**src/rtl/fp_wb_queue.sv**
```systemverilog
// fp_wb_queue: in-order FPU result writeback FIFO with sticky fflags and pending-rd hazard query.
// Optional same-cycle bypass of an empty queue when FP_WB_BYPASS_EN is defined.
// Ports: clk_i/rst_i (sync active-high); fpu_* push side (valid/ready, result, status, rd);
// flush_i drops all entries; wb_* pop side to the FP register file; fflags_o/fflags_clr_i
// sticky flags; chk_rd_i/chk_hit_o hazard query; count_o/busy_o occupancy.
module fp_wb_queue #(
  parameter int DATAWIDTH = 32,
  parameter int DEPTH = 4,
  parameter int STATUS_W = 5
) (
  input  logic                     clk_i,
  input  logic                     rst_i,
  input  logic                     fpu_valid_i,
  output logic                     fpu_ready_o,
  input  logic [DATAWIDTH-1:0]     fpu_result_i,
  input  logic [STATUS_W-1:0]      fpu_status_i,
  input  logic [4:0]               fpu_rd_i,
  input  logic                     flush_i,
  output logic                     wb_valid_o,
  input  logic                     wb_ready_i,
  output logic [4:0]               wb_rd_o,
  output logic [DATAWIDTH-1:0]     wb_data_o,
  output logic [STATUS_W-1:0]      fflags_o,
  input  logic                     fflags_clr_i,
  input  logic [4:0]               chk_rd_i,
  output logic                     chk_hit_o,
  output logic [$clog2(DEPTH):0]   count_o,
  output logic                     busy_o
);
  localparam int AW = $clog2(DEPTH);
  logic [DATAWIDTH-1:0] data_q [DEPTH];
  logic [STATUS_W-1:0] status_q [DEPTH];
  logic [4:0] rd_q [DEPTH];
  logic [AW-1:0] wr_ptr, rd_ptr, off;
  logic [AW:0] count;
  logic [STATUS_W-1:0] fflags;
  logic byp, take, push, pop, hit;
`ifdef FP_WB_BYPASS_EN
  assign byp = (count == '0) && fpu_valid_i && !flush_i;
`else
  assign byp = 1'b0;
`endif
  // a bypassed result accepted by the register file never enters the FIFO
  assign take = byp && wb_ready_i;
  assign fpu_ready_o = count != (AW+1)'(DEPTH);
  assign push = fpu_valid_i && fpu_ready_o && !take;
  assign pop = (count != '0) && wb_ready_i;
  assign wb_valid_o = (count != '0) || byp;
  assign wb_rd_o = byp ? fpu_rd_i : rd_q[rd_ptr];
  assign wb_data_o = byp ? fpu_result_i : data_q[rd_ptr];
  assign fflags_o = fflags;
  assign count_o = count;
  assign busy_o = count != '0;
  assign chk_hit_o = hit;
  // a slot is live when its distance from rd_ptr (mod DEPTH) is below count
  always_comb begin
    hit = byp && (fpu_rd_i == chk_rd_i);
    off = '0;
    for (int i = 0; i < DEPTH; i++) begin
      off = AW'(i) - rd_ptr;
      hit = hit | (({1'b0, off} < count) && (rd_q[i] == chk_rd_i));
    end
  end
  always_ff @(posedge clk_i) begin
    if (push && !flush_i) begin
      data_q[wr_ptr] <= fpu_result_i;
      status_q[wr_ptr] <= fpu_status_i;
      rd_q[wr_ptr] <= fpu_rd_i;
    end
  end
  always_ff @(posedge clk_i) begin
    if (rst_i) begin
      wr_ptr <= '0;
      rd_ptr <= '0;
      count <= '0;
      fflags <= '0;
    end else if (flush_i) begin
      wr_ptr <= '0;
      rd_ptr <= '0;
      count <= '0;
    end else begin
      if (push) wr_ptr <= wr_ptr + 1'b1;
      if (pop) rd_ptr <= rd_ptr + 1'b1;
      count <= (push && !pop) ? count + 1'b1 : (pop && !push) ? count - 1'b1 : count;
      fflags <= pop ? (fflags_clr_i ? '0 : fflags) | status_q[rd_ptr] :
                take ? (fflags_clr_i ? '0 : fflags) | fpu_status_i :
                fflags_clr_i ? '0 : fflags;
    end
  end
endmodule

```
**config.mk**
```make
export PLATFORM = sky130hd
export DESIGN_NAME = fp_wb_queue
export DESIGN_NICKNAME = d
export VERILOG_FILES = /design/src/rtl/fp_wb_queue.sv
export SDC_FILE = /design/constraint.sdc
export NUM_CORES = 1
export LEC_CHECK = 0
export BUFFER_PORTS_ARGS = -buffer_cell sky130_fd_sc_hd__buf_2
export CORE_MARGIN = 8
export CORE_UTILIZATION = 45
export CTS_CLUSTER_DIAMETER = 120
export DETAILED_ROUTE_END_ITERATION = 8
export PLACE_DENSITY = 0.65
export SLEW_MARGIN = 40
export SYNTH_ARGS = -nofsm -noshare
export SYNTH_HDL_FRONTEND = slang
export SYNTH_SLANG_ARGS = --single-unit
```
**constraint.sdc**
```tcl
create_clock -name clk_i -period 3.05 [get_ports clk_i]
set_input_delay 0.305 -clock clk_i [delete_from_list [all_inputs] [get_ports clk_i]]
set_output_delay 0.305 -clock clk_i [all_outputs]
set_load 0.05 [all_outputs]
```
======== Yosys cells after proc, flatten, opt, wreduce, memory -nomap -nowiden ========
Memory sizes are Yosys's and may differ from the RTL's. A register that Yosys moved wholly into a read port is not among the register bits.
Index checks and enable logic that the tools add are counted.
cells by class
  divide/modulo/power cells ............... 0
  $mul .................................... 0
  multiplexer cells ....................... 12
  order comparisons ....................... 4
  bitwise gates (word level) .............. 4
  equality and inequality tests ........... 5
  shift operators ......................... 0
  reductions and logical operators ........ 15
  add/sub/neg operators ................... 8
operator list
  kind                                              number
  == test 5 bit                                     4
  less-than comparator 2 x 3 -> 1 bit               4
  2-to-1 mux 2 bit                                  6
  2-to-1 mux 5 bit                                  2
  logical AND 1 bit                                 9
  2-to-1 mux 3 bit                                  2
  OR 5 bit                                          1
  adder 2 x 1 -> 2 bit, second input constant       2
  subtractor 1 x 2 -> 2 bit, first input constant   2
  subtractor 2 bit, first input constant            2
  adder 3 x 1 -> 3 bit, second input constant       1
  zero test 1 bit                                   3
  != test 3 bit, second input constant              1
  OR 1 bit                                          3
  nonzero test 3 bit                                1
  subtractor 3 x 1 -> 3 bit, second input constant  1
  2-to-1 mux 1 bit                                  2
  nonzero test 2 bit                                1
  OR reduction 2 bit                                1
storage, ports and cells
  word-level logic and storage cells ...... 55
  bits of input ports ..................... 53
  output and inout port bits .............. 49
  ROM bits ................................ 0
  register bits after elaboration ......... 12
  bits in latches ......................... 0
  memory bits (writable) .................. 168
  memories ................................ 3
memory list
  name      words  bits a word  read ports  clocked after memory_dff  write ports  RTL line  source
  data_q    4      32           1           1                         1            31        logic [DATAWIDTH-1:0] data_q [DEPTH];
  rd_q      4      5            5           1                         1            33        logic [4:0] rd_q [DEPTH];
  status_q  4      5            1           1                         1            32        logic [STATUS_W-1:0] status_q [DEPTH];

======== Longest topological paths before layout ========
  depth in word-level cells ............... 6
  gate-level depth with buffers ........... 10
  depth with buffers taken out ............ 9

======== Worst setup path after synthesis ========
OpenSTA, ideal clock, no wires.
  kind .................................... reg-to-reg
  start ................................... register count[0], in the netlist count_o[0]
  end ..................................... memory data_q[0][0] (enable)
  setup slack ............................. -6 ps
  cell stages (with the launch flop) ...... 5
  period minus slack after synthesis ...... 3056 ps
  library setup time ...................... 404 ps
  required time ........................... 2646 ps
  data arrival time ....................... 2652 ps
  cell sequence ........................... dfxtp_1 > or3b_1 > nand2_2 > nor2_1 > and2_1
between the ends
  cells in the longest elaborated chain, start to end .. 5
RTL lines
  element                                 RTL line  source
  start, declared                         35        logic [AW:0] count;
  start signal, assigned                  84        count <= (push && !pop) ? count + 1'b1 : (pop && !push) ? count - 1'b1 : count;
  != test 3 bit                           45        assign fpu_ready_o = count != (AW+1)'(DEPTH);
  net fpu_ready_o                         14        output logic fpu_ready_o,
  logical AND 1 bit                       46        assign push = fpu_valid_i && fpu_ready_o && !take;
  logical AND 1 bit                       65        if (push && !flush_i) begin
  2-to-1 mux 1 bit                        65
  2-to-1 mux 1 bit (not written as such)  66        data_q[wr_ptr] <= fpu_result_i;
  end, declared                           31
The timed path passes the listed nets, and every way through them passes these cells.

======== Worst setup path after layout ========
  start ................................... register count[1], in the netlist count_o[1]
  end ..................................... output chk_hit_o
between the ends
  cells in the longest elaborated chain, start to end .. 5
  elaborated cells between the ends (all ways) .. 11
  classes of those cells .................. order compare (4); bitwise (3); reduce/logical (4)
RTL lines
  element                              RTL line  source
  less-than comparator 2 x 3 -> 1 bit  61        hit = hit | (({1'b0, off} < count) && (rd_q[i] == chk_rd_i));
  logical AND 1 bit                    61
  OR 1 bit (2 in series)               61
  OR 1 bit *                           61
  end, declared                        26        output logic chk_hit_o,
Every way passes the cells marked *; elsewhere a longest branch is shown, timed or not.

==> flow_summary.ini <==
[run_status]
outcome = finished clean

[synthesis]
syn_area_sq_mm = 0.00711
yosys_warnings = 0
synth.avg_cell_area_sq_um = 21.2
synthArstFlopShare_pct = 0
yosysUniqueCellTypes = 34
ys_seq_elements = 182
yosys.area.top_type_share_pct = 71.0
synth-edff-count = 168
syn_nets = 399
synth.top_cells.by_area = edfxtp_1 (71%), mux4_2 (13%), dfxtp_1 (3.9%)
synth_seq_area_share_pct = 74.9
synth_flop_cell = edfxtp_1
synth_top_area_cell = edfxtp_1
postSynthCellCount = 336

[critical_path]
critPathCaptureType = primary output
max_stage_delay_ns = 0.53
crit_chain = inv_1 -> ha_1 -> inv_1 -> a2111oi_1 -> or4_1 -> buf_2
crit_top_cell = inv_1
path_class = reg -> out
critPathMaxFanout = 7
slowest_stage = or4_1
required_ns = 2.74
cp_top_family = simple AND/OR/NAND/NOR gates
worstPathArrival_ns = 2.25
crit_buf_inv = 3
worstSetupStartpointType = register

[global_route]
grt_overflow = 0
grt_pass1_vias = 3766
track_usage_pct = 14.1
grt_pass1_wl_um = 21000
grt_max_degree = 43
grt_antenna_before_repair = 0

[floorplanning]
io_pins = 102
die_w_um = 142
die_area_sq_mm = 0.0201
die_h_um = 142
start_util_pct = 45.4
core_area_sq_mm = 0.0157
rows = 46

[cells_and_area]
nNetsFinal = 510
stdcell_area_sq_mm = 0.00845
num-fill-cells = 1256
syn2layout_area_growth_pct = 18.9
fin_util_pct = 54.0
final_cell_mix = edfxtp_1 (168), buf_2 (101), mux4_2 (42)
layout_commonest_cell = edfxtp_1
stdcell_count = 676
n_antenna_cell = 0
drive_gt1_share_pct = 42.0

[timing]
fmax_ghz = 0.392
layout_min_cycle_time_ns = 2.55
hold_violations = 0
worstMarginPinSlew_ns = 0.649
max_slew_margin_pct = 56.7
clock_skew_ns = 0.00622
setup-violations-final = 0
hold_ws_ns = 0.0958
finalMaxSlewViolations = 0
fin_tns_setup_ns = 0
rsz0062_at_grt = false
fin_ws_ns = 0.500
finalCritPeriodShare_pct = 83.6

[clock_network]
cts_sinks = 182
path_clk_slew_ns = 0.07
cts_setup_buffers = 0
cts_root_buffer = clkbuf_16
cts_buffers = 17
cts_tree = yes
ctsResizeCount = 0
cts_buffer_depth = 2
h-tree-depth = 4
worstSkewPairLatency_ns = 0.42
hold_buffers = 0

[placed_design]
dp_slack_ns = 0.885
place_hpwl_um = 9000
postPlaceCellArea_sq_mm = 0.00787
place_inst = 644
gp_congestion = 0.760
portBuffers = 101

[power_and_ir_drop]
p_leak_nw = 2.85
p_total_mw = 5.48
peakVddDrop_mv = 0.400
power_density_mw_per_mm2 = 648

[worst_hold_path]
hp-class = in -> reg

[route]
drc_errors = 0
detail-route-antenna-nets = 0
drt_iter0_drc = 223
first_pass_iters = 4
avgRoutedWirePerCell_um = 20.2
vias = 3467
viasPerCell = 5.13
routed_wl_um = 13700

[job]
cap_violations = 0
state kept, by name, summed over array words and instances (netlist names), named ones only:
name / flops
fflags_o: 5
rd_ptr: 2
wr_ptr: 2
rd_q: 20
count_o: 3
status_q: 20
data_q: 128
kinds of logic after synthesis:
group,share of synthesized area [%]
compound gates,1.57
xor+xnor,3.20
fa+ha+maj,1.87
buf+inv,2.25
flops,74.9
mux,13.5
simple gates,2.73
where the power goes:
| group | leakage [nW] | total (mW) | internal [mW] | switching [mW] |
|---|---|---|---|---|
| clock network | 0.273 | 2.11 | 1.21 | 0.900 |
| registers | 1.64 | 2.82 | 2.78 | 0.0365 |
| logic | 0.941 | 0.549 | 0.184 | 0.365 |
| total | 2.85 | 5.48 | 4.18 | 1.30 |
layout make-up:
| type | instances | area [sq um] | area share [%] |
|---|---|---|---|
| sequential | 182 | 5330 | 63.1 |
| multi-input combinational | 129 | 1630 | 19.2 |
| timing repair buffer | 108 | 608 | 7.20 |
| clock buffer | 17 | 425 | 5.03 |
| tap | 216 | 270 | 3.20 |
| clock inverter | 15 | 156 | 1.85 |
| inverter | 9 | 33.8 | 0.400 |
synth_stat cells, types with 2 or more instances:
| master | instances |
|---|---|
| and2_1 | 4 |
| edfxtp_1 | 168 |
| xnor2_1 | 20 |
| dfxtp_1 | 14 |
| a22oi_1 | 5 |
| inv_1 | 9 |
| and2b_2 | 2 |
| buf_6 | 6 |
| buf_2 | 4 |
| or3_1 | 2 |
| buf_4 | 4 |
| a21oi_1 | 4 |
| nor2_1 | 14 |
| mux4_2 | 42 |
| ha_1 | 9 |
| xor2_1 | 6 |
| nand4_1 | 4 |
| a2111oi_0 | 3 |
path summary, 6_finish.rpt:
check	start	endpoint	slack (ns)	cells after the start
max	count_o[1]	chk_hit_o	0.50	6
min	fpu_rd_i[0]	rd_q[3][0]	0.1	1
max reg2reg	count_o[2]	count_o[2]	0.84	9
min reg2reg	fflags_o[2]	fflags_o[2]	0.52	2
per-layer routing:
metal | routed length [um] | share of wire [%] | vias up | GRT usage, %
met5 | 0 | 0 | - | 0
met4 | 216 | 1.6 | 0 | 6.16
met3 | 775 | 5.7 | 15 | 3.97
met2 | 6750 | 49 | 92 | 22.7
met1 | 5930 | 43 | 1792 | 17.7
li1 | - | - | 1568 | -
Power figures use the tool's default switching activity.
